===== config.mk =====
export PLATFORM = sky130hd
export DESIGN_NAME = shift_reg_ctrl
export DESIGN_NICKNAME = d
export VERILOG_FILES = /design/src/rtl/shift_reg_ctrl.sv
export SDC_FILE = /design/constraint.sdc
export NUM_CORES = 1
export LEC_CHECK = 0
export BUFFER_PORTS_ARGS = -buffer_cell sky130_fd_sc_hd__buf_4
export CORE_ASPECT_RATIO = 0.8
export CORE_UTILIZATION = 40
export CTS_CLUSTER_SIZE = 8
export DETAILED_ROUTE_END_ITERATION = 8
export GPL_TIMING_DRIVEN = 0
export PLACE_DENSITY = 0.75
export SYNTH_ARGS = -nofsm -noshare
export SYNTH_HDL_FRONTEND = slang
export SYNTH_SLANG_ARGS = --single-unit

===== constraint.sdc =====
create_clock -name clk -period 1.2 [get_ports clk]
set_input_delay 0.06 -clock clk [delete_from_list [all_inputs] [get_ports clk]]
set_output_delay 0.06 -clock clk [all_outputs]
set_load 0.01 [all_outputs]

===== src/rtl/shift_reg_ctrl.sv =====
// shift_reg_ctrl: WIDTH-bit register with parallel load and one-bit-per-clock shift/rotate commands
module shift_reg_ctrl #(
  parameter int WIDTH = 8,
  parameter logic [WIDTH-1:0] RESET_VAL = '0,
  parameter int AW = $clog2(WIDTH) + 1
) (
  input  logic             clk,
  input  logic             reset,
  input  logic             start,
  input  logic [2:0]       op,
  input  logic [AW-1:0]    amount,
  input  logic [WIDTH-1:0] din,
  input  logic             sin,
  output logic [WIDTH-1:0] q,
  output logic             sout,
  output logic             busy,
  output logic             done
);
  localparam logic [2:0] LOAD = 3'd0, SHL = 3'd1, ROL = 3'd3, ROR = 3'd4;
  localparam logic [AW-1:0] WMAX = AW'(WIDTH);
  typedef enum logic {IDLE, SHIFT} state_t;
  state_t state, state_n;
  logic [2:0] op_r, op_n;
  logic [AW-1:0] cnt, cnt_n, amt_c;
  logic [WIDTH-1:0] q_n, step;
  logic sout_n, done_n, left, out_bit;
  assign amt_c = (amount > WMAX) ? WMAX : amount;
  assign left = (op_r == SHL) || (op_r == ROL);
  assign step = left ? {q[WIDTH-2:0], (op_r == ROL) ? q[WIDTH-1] : sin}
                     : {(op_r == ROR) ? q[0] : sin, q[WIDTH-1:1]};
  assign out_bit = left ? q[WIDTH-1] : q[0];
  assign busy = (state == SHIFT);
  always_comb begin
    state_n = state;
    op_n = op_r;
    cnt_n = cnt;
    q_n = q;
    sout_n = sout;
    done_n = 1'b0;
    if (state == IDLE) begin
      if (start) begin
        op_n = op;
        cnt_n = amt_c;
        if (op == LOAD) begin
          q_n = din;
          done_n = 1'b1;
        end else if (op > ROR || amt_c == '0) done_n = 1'b1;
        else state_n = SHIFT;
      end
    end else begin
      q_n = step;
      sout_n = out_bit;
      cnt_n = cnt - AW'(1);
      if (cnt == AW'(1)) begin
        state_n = IDLE;
        done_n = 1'b1;
      end
    end
  end
  always_ff @(posedge clk) begin
    if (reset) begin
      state <= IDLE;
      op_r <= LOAD;
      cnt <= '0;
      q <= RESET_VAL;
      sout <= 1'b0;
      done <= 1'b0;
    end else begin
      state <= state_n;
      op_r <= op_n;
      cnt <= cnt_n;
      q <= q_n;
      sout <= sout_n;
      done <= done_n;
    end
  end
endmodule


Yosys cells after proc, flatten, opt, wreduce, memory -nomap -nowiden:

Cells that the tools add are included.

* register bits: 18
* input port bits: 19
* output and inout bits: 11

* $add $sub $neg: 1
* order comparisons: 2
* eq/ne operators: 4
* mux-type cells: 20
* bitwise logic cells: 1
* reduce and logical (&&, ||, !) cells: 8

Operator list (number)
* $mux W8: 4
* $mux W1: 13
* $mux W4: 3
* $eq A4 B1 Y1 const B: 1
* $gt A4 B4 Y1 const B: 1
* $logic_not A4 Y1: 1
* $reduce_and A2 Y1: 2
* $reduce_bool A2 Y1: 2
* $sub A4 B1 Y4 const B: 1
* $eq A3 B1 Y1 const B: 1
* $eq A3 B2 Y1 const B: 1
* $eq A3 B3 Y1 const B: 1
* $gt A3 B3 Y1 const B: 1
* $logic_not A3 Y1: 1
* $logic_or A1 B1 Y1: 2
* $not A1 Y1: 1

Logic depth before layout (Yosys ltp):

Gate-level depths: netlist of the first run.

* depth in word-level cells: 8
* mapped depth: 6
* mapped depth without buffers: 5

Worst setup path before layout of the first run:

No wires, ideal clock.

* kind: register to register
* start: reg state, in the netlist busy
* end: reg q[0]
* arrival: 1.190 ns
* data required time: 1.105 ns
* setup slack: -0.085 ns
* cell stages (with the launch flop): 5
* period minus slack after synthesis: 1.285 ns
* path through: dfxtp_1 -> buf_2 -> clkbuf_1 -> o211ai_1 -> a221oi_1

* cells in the longest elaborated chain, start to end: 2
* elaborated cells between the ends (all ways): 4
* classes of those cells: mux: 1; reduce/logical: 3

RTL lines
* from (decl): line 22 `state_t state, state_n;`
* from (signal assigned): line 69 `state <= state_n;`
* $reduce_bool A2 Y1 (no source line)
* $reduce_and A2 Y1 (no source line)
* to (signal assigned): line 72 `q <= q_n;`
* to (decl): line 14 `output logic [WIDTH-1:0] q,`

Parallel ways exist; a longest one is shown, timed or not.
A chain may end at the register's enable or synchronous reset.

Worst setup path in the final report of the first run:

* start: reg state, in the netlist busy
* end: reg q[7]

The elaborated chain is that of the path after synthesis.

==> results of run 1 <==
cell usage after synthesis (all sizes together):
cell | n | share of area
dfxtp | 18 | 0.36
nor2 | 17 | 0.063
a21oi | 14 | 0.091
nand2 | 11 | 0.041
inv | 9 | 0.033
mux2i | 9 | 0.089
a211o | 6 | 0.052
buf | 5 | 0.033
a211oi | 3 | 0.022
clkbuf | 3 | 0.011
nor2b | 3 | 0.021
o211ai | 3 | 0.022
a221oi | 2 | 0.017
a311oi | 2 | 0.017
a32oi | 2 | 0.017
ha | 2 | 0.025
xnor2 | 2 | 0.017
a31oi | 1 | 0.021
nor3 | 1 | 0.0049
nor3b | 1 | 0.0074
nor4 | 1 | 0.0062
o2111ai | 1 | 0.0087
o21ai | 1 | 0.0049
o32a | 1 | 0.0099
or2b | 1 | 0.0074
area by class of cell:
| type | count | area, um^2 | share of cell area |
|---|---|---|---|
| tap | 34 | 42.5 | 0.0299 |
| timing repair buffer | 33 | 264 | 0.186 |
| sequential | 18 | 368 | 0.259 |
| inverter | 9 | 36.3 | 0.0255 |
| multi-input combinational | 84 | 601 | 0.422 |
| buffer | 8 | 75.1 | 0.0528 |
| clock buffer | 4 | 36.3 | 0.0255 |
per-stage QoR:
stage          instances  area, um^2
2_1_floorplan        119        1020
3_3_place_gp         181        1280
5_1_grt              190        1420
3_5_place_dp         181        1280
6_report             190        1420
4_1_cts              189        1370
power by group:
group	internal [W]	switching, W
Sequential	0.000652	0.0000583
Clock	0.000185	0.000192
Combinational	0.000259	0.000238
state kept, by name (all words and copies together) (netlist names):
| signal | flops |
|---|---|
| busy | 1 |
| cnt | 4 |
| done | 1 |
| op_r | 3 |
| q | 8 |
| sout | 1 |
routing by layer:
metal / vias to the layer above / wire length, um
met1: 463 / 1210
met4: 0 / 13
met5: - / 0
met2: 38 / 1260
li1: 501 / -
met3: 2 / 164
worst max-delay path by stage:
| stage | startpoint | to | depth (start not counted) |
|---|---|---|---|
| finish | busy | q[7] | 5 |
| global route | op_r[2] | q[0] | 5 |
| CTS | op_r[2] | q[6] | 5 |
| detailed placement | op_r[0] | q[4] | 5 |
| global placement | busy | q[0] | 5 |
| floorplan | busy | q[0] | 5 |
worst max-delay path: stages, from the launching register on:
cell      delay (ns)
dfxtp_2         0.35
buf_8           0.14
a31oi_4         0.19
buf_6           0.16
a21oi_2         0.04
a221oi_1        0.23
timing repair:
action	4_1_cts	5_1_grt
setup endpoints to repair	12	16
gates resized for setup	7	16
hold buffers	0	0
setup buffers	4	1
pin swaps	1	9
kinds of logic after synthesis:
kind of cell             count (synthesis)
AO/OA/AOI/OAI                           36
XOR/XNOR                                 2
multiplexers                             9
adder cells (fa/ha/maj)                  2
AND/OR/NAND/NOR                         35
flip-flops                              18
buffers and inverters                   17
==> results.md, run 1 <==
* Outcome: finished with violations
* Violations in the final reports: negative setup slack
* Clock-pin slew on the worst setup and hold paths at 0.11 ns
* Arrival time at the worst endpoint at 1.41 ns
* Hold Path End: op_r[2]
* Peak clock frequency supported by timing at 826 MHz
* Max-Cap Viols at 0
* Yosys synthesis warning count at 0
* Slew headroom at 0.590
* Class of the most critical setup path: flop to flop
* H-tree levels at 1
* Synthesized-area fraction occupied by adder cells at 0.0247
* Worst-case clock buffer depth at 2
* Netlist area before placement at 1010 um^2
* Global Route met3 Usage at 0.0634
* DR DRC count at 0
* Mean routed wirelength per cell at 13.9 um
* Met1 Track Usage GR at 0.272
* Io pins at 30
* Vertical die dimension at 47.0 um
* Starting Density at 0.446
* Placement Rows at 15
* Synth Register Bits at 18
* Part of the Yosys area used for sequential elements at 0.356
* Share of cell area taken by muxes after synthesis at 0.0890
* Tcrit/Tclk final at 1.01
* Via count normalized by instance count at 5.28
* Clk root buf: clkbuf_4
* Total Routing Usage GR at 0.209
* Wire length of the first global-routing pass at 4130 um
* Drt total wl at 2650 um
* Routability congestion estimate from global placement at 0.804
* Fin Clk Skew at 0.0148 ns
* Setup repair after global routing missed its margin: yes
* Total congestion overflow at 0
* Max-slew violation count at 0
* Min Tclk post-route at 1.21 ns
* Synthesized netlist net count at 140
* Number of failing hold endpoints at the final stage at 0
* TritonRoute pass-1 iters at 4
* Largest net degree at the start of global routing at 11
* Post-layout power at 0.00158 W
* HP Class: input pin to flop
* Main combinational cell family by area after synthesis: compound AO/OA/AOI/OAI gates
* Worst Path Max Fanout at 7
* Vias in the first global route at 901
* Met2 GRT Util at 0.343
* Most Crowded Layer GR: met2
* Number of nets in the finished design at 178
* Leakage power of the design at 0.575 nW
* Critical Path RT at 1.40 ns
* Worst R2R End: q[7]
* Synthesized instance count at 119
* Fraction of layout cells with a size suffix above 1 at 0.385
* Fin Setup TNS at -0.0106 ns
* Launching element type of the critical path: flop
* Post-synthesis compound-gate area fraction at 0.284
* Setup Slack @ Placement at -0.0979 ns
* Min-Delay Path Depth at 3
* Die X at 58.2 um
* Antenna-violating nets left at 0
* Post-layout util at 0.626
* Total die area at 2740 um^2
* Slew at the pin with the worst max-slew slack at 0.616 ns
* Post-synthesis cell type count at 29
* Most common cell after layout, fill and taps aside: buf_4
* Worst setup EP type: flop
* Syn Area/Cell at 8.51 um^2
* Basic-gate share of the synthesized area counting and, or, nand and nor cells at 0.151
* Worst hold margin at 0.0356 ns
* Fillers at 186
* PD cells at 1110 nW/um^2
* Number of antenna violations at the first check in global routing at 0
* CTS buffer count at 3
* Count of port buffers added during placement at 28
* Fin worst setup slack at -0.0106 ns
* Clock insertion delay at the later pin of the skew report at 0.30 ns
* Core ar. at 2270 um^2
* Register-to-register setup slack at -0.01 ns
* Most used cells in the layout excluding fill and tap cells: buf_4, nor2_1, dfxtp_1
* Max IR drop VDD at 0.732 mV
* HPWL reported at the end of detailed placement at 1890 um
* 1st-iter DRT viols at 46
* Number of sinks on the clock net at 18
* Area delta synth->final at 40.5%
* Via count of the routed design at 1004
* Post-Synth XOR/XNOR Area at 0.0173
* Hold path start: op[2]
* N_diodes at 0
* Setup-violating endpoint count in the final report at 1
* CTS tree: built
* Number of cells on the worst reg-to-reg path at 5
* Startpoint of the most critical register-to-register path: busy
No activity file was read; power rests on OpenSTA's default activity.
==> run 2: changes to the inputs <==
- ABC_AREA: default -> 1
==> run 2 against run 1 <==
Against the previous run:
- critical path type unchanged
- setup slack gained 0.11 ns
- clock skew shrank 0.0011 ns
- via count grew 11%
- synthesized cell count grew 35%
- register-to-register slack gained 0.11 ns
- largest cell class unchanged
- the run now ends clean
- sequential power grew 0.6%
- non-clock buffer count shrank 6
- routed wire length shrank 1.5%
- final cell count grew 22%
- die area grew 2.8%
- utilization shrank 7.3 points
==> results.md, run 2 <==
* Clock-pin slew on the worst setup and hold paths at 0.11 ns
* Number of failing hold endpoints at the final stage at 0
* Vertical die dimension at 47.7 um
* Most common cell after layout, fill and taps aside: nand2_1
* Number of nets in the finished design at 217
* Sw power at 0.000497 W
* Clock insertion delay at the later pin of the skew report at 0.30 ns
* Post-layout power at 0.00155 W
* Synth Register Bits at 18
* Launching element type of the critical path: flop
* Startpoint of the most critical register-to-register path: busy
* Via count of the routed design at 1117
* CTS buffer count at 3
* Most used cells in the layout excluding fill and tap cells: nand2_1, buf_4, nor2_1
* Post-synthesis cell type count at 20
* Critical Path RT at 1.43 ns
* Largest registers: q x8, cnt x4, op_r x3
* Synthesized instance count at 161
* Hold Path End: cnt[1]
* Max IR drop VDD at 0.629 mV
* Register-to-register setup slack at 0.1 ns
* Worst R2R End: cnt[3]
* Worst setup EP type: flop
* Arrival time at the worst endpoint at 1.33 ns
* Starting Density at 0.423
* Total Routing Usage GR at 0.200
* Buffer count from post-CTS setup fixing at 0
* Netlist area before placement at 1040 um^2
* CTS tree: built
* HP Class: input pin to flop
* Largest net degree at the start of global routing at 11
* Clock power frac at 0.244
* Io pins at 30
* Number of cells on the worst reg-to-reg path at 5
* Yosys synthesis warning count at 0
* Internal power at 0.00105 W
* DR DRC count at 0
* Min Tclk post-route at 1.10 ns
* Slew at the pin with the worst max-slew slack at 0.225 ns
* Via count normalized by instance count at 4.84
* N_diodes at 0
* Area delta synth->final at 30.7%
* Core ar. at 2460 um^2
* Sequential share of power at 0.461
* Class of the most critical setup path: flop to flop
* Synth top area cells: dfxtp_1, nand2_1, o21ai_0
* Proportion of total power due to net switching at 0.320
* Fraction of layout cells with a size suffix above 1 at 0.262
* Worst-case clock buffer depth at 2
* Total die area at 2810 um^2
* H-tree levels at 1
* HPWL reported at the end of detailed placement at 1940 um
* Wire length of the first global-routing pass at 4130 um
* Setup-violating endpoint count in the final report at 0
* Most repeated cell in the gate-level netlist after synthesis: nand2_1
* Drt total wl at 2610 um
* Worst Path Max Fanout at 7
* Max reg flops at 8
* TritonRoute pass-1 iters at 4
* Max-slew violation count at 0
* Die X at 59.1 um
* Count of port buffers added during placement at 29
* Placement Rows at 16
* Part of the Yosys area used for sequential elements at 0.346
* Tcrit/Tclk final at 0.918
* List of most frequent post-synthesis cells: nand2_1, nor2_1, o21ai_0
* Fin Setup TNS at 0 ns
* Part of the power in combinational logic at 0.296
* Vias in the first global route at 946
* Fillers at 247
* PD cells at 1140 nW/um^2
* Hold path start: amount[1]
* Antenna-violating nets left at 0
* Number of antenna violations at the first check in global routing at 0
* Total congestion overflow at 0
* Area fraction of the dominant cell type after synthesis at 0.346
* Number of sinks on the clock net at 18
* Top flip-flop cell by instance count after synthesis: dfxtp_1
* 1st-iter DRT viols at 70
* Peak clock frequency supported by timing at 908 MHz
* Async set-or-reset flop fraction in the synthesized netlist at 0
* Fin Clk Skew at 0.0137 ns
* Setup repair after global routing missed its margin: no
* Leading area contributor after synthesis: dfxtp_1
* Outcome: finished clean
* Reg with most FFs: q
* Routability congestion estimate from global placement at 0.898
* Syn Area/Cell at 6.47 um^2
* Clk root buf: clkbuf_4
* Mean routed wirelength per cell at 11.3 um
* Synthesized netlist net count at 182
* Min-Delay Path Depth at 3
* Number of enable-type register cells in the synthesized netlist at 0
* Leakage power of the design at 0.654 nW
* Max-Cap Viols at 0
* Slew headroom at 0.849
==> run 2: area by class of cell <==
type,count,area [um^2],area share
Timing Repair Buffer,30,228,0.167
Sequential cell,18,364,0.267
Inverter,20,77.6,0.0569
Clock buffer,4,36.3,0.0266
Multi-Input combinational cell,118,568,0.417
Buffer,5,43.8,0.0321
Tap cell,36,45.0,0.0331
==> run 2: timing repair <==
item                                    in CTS  in global routing
resized for setup                            0                  6
endpoints found under the setup margin       0                 12
hold buffers                                 1                  0
hold endpoints to repair                     4                  0
==> run 2: power groups by stage <==
stage / sequential [W] / clock, W / combinational (W)
2_1_floorplan: 0.000729 / 0 / 0.000264
3_3_place_gp: 0.000722 / 0 / 0.000433
4_1_cts: 0.000709 / 0.000389 / 0.000451
6_report: 0.000714 / 0.000377 / 0.000459
5_1_grt: 0.000726 / 0.000429 / 0.000518
3_5_place_dp: 0.000723 / 0 / 0.000447
==> run 2: worst max-delay path, cell delays in order, from the launching register on <==
cell and delay [ns]:
dfxtp_2 0.39, inv_4 0.12, nand2_1 0.13, o21ai_0 0.18, inv_1 0.07, a21oi_1 0.14
==> run 2: cells by family after synthesis <==
logic type | after synthesis | synth area share
buffers and inverters | 25 | 0.114
XOR/XNOR | 1 | 0.00840
adder cells (fa/ha/maj) | 2 | 0.0240
AO/OA/AOI/OAI | 37 | 0.184
flip-flops | 18 | 0.346
AND/OR/NAND/NOR | 78 | 0.324
==> run 2: layer usage <==
| layer | vias to the layer above | GRT usage | routed length, um |
|---|---|---|---|
| li1 | 586 | - | - |
| met1 | 505 | 0.252 | 1270 |
| met2 | 26 | 0.345 | 1230 |
| met3 | 0 | 0.0622 | 108 |
| met4 | 0 | 0.0429 | 0 |
| met5 | - | 0 | 0 |
==> run 2: metrics by stage <==
stage / setup WS, ns / utilization / hold slack [ns] / cell area, um^2 / cells
after global routing: 0.00394 / 0.553 / 0.0409 / 1360 / 231
after detailed placement: 0.0315 / 0.530 / 0.281 / 1310 / 226
after floorplan: 0.150 / - / 0.129 / 1040 / 161
final: 0.0983 / 0.553 / 0.00946 / 1360 / 231
after global placement: 0.0347 / 0.530 / 0.270 / 1310 / 226
after CTS: 0.0195 / 0.549 / 0.00665 / 1350 / 231
==> run 2: worst max path at each step <==
stage / startpoint / end
after floorplan: busy / q[2]
after global placement: busy / cnt[0]
after detailed placement: busy / q[5]
after CTS: busy / q[3]
after global routing: cnt[1] / cnt[2]
final: busy / cnt[3]
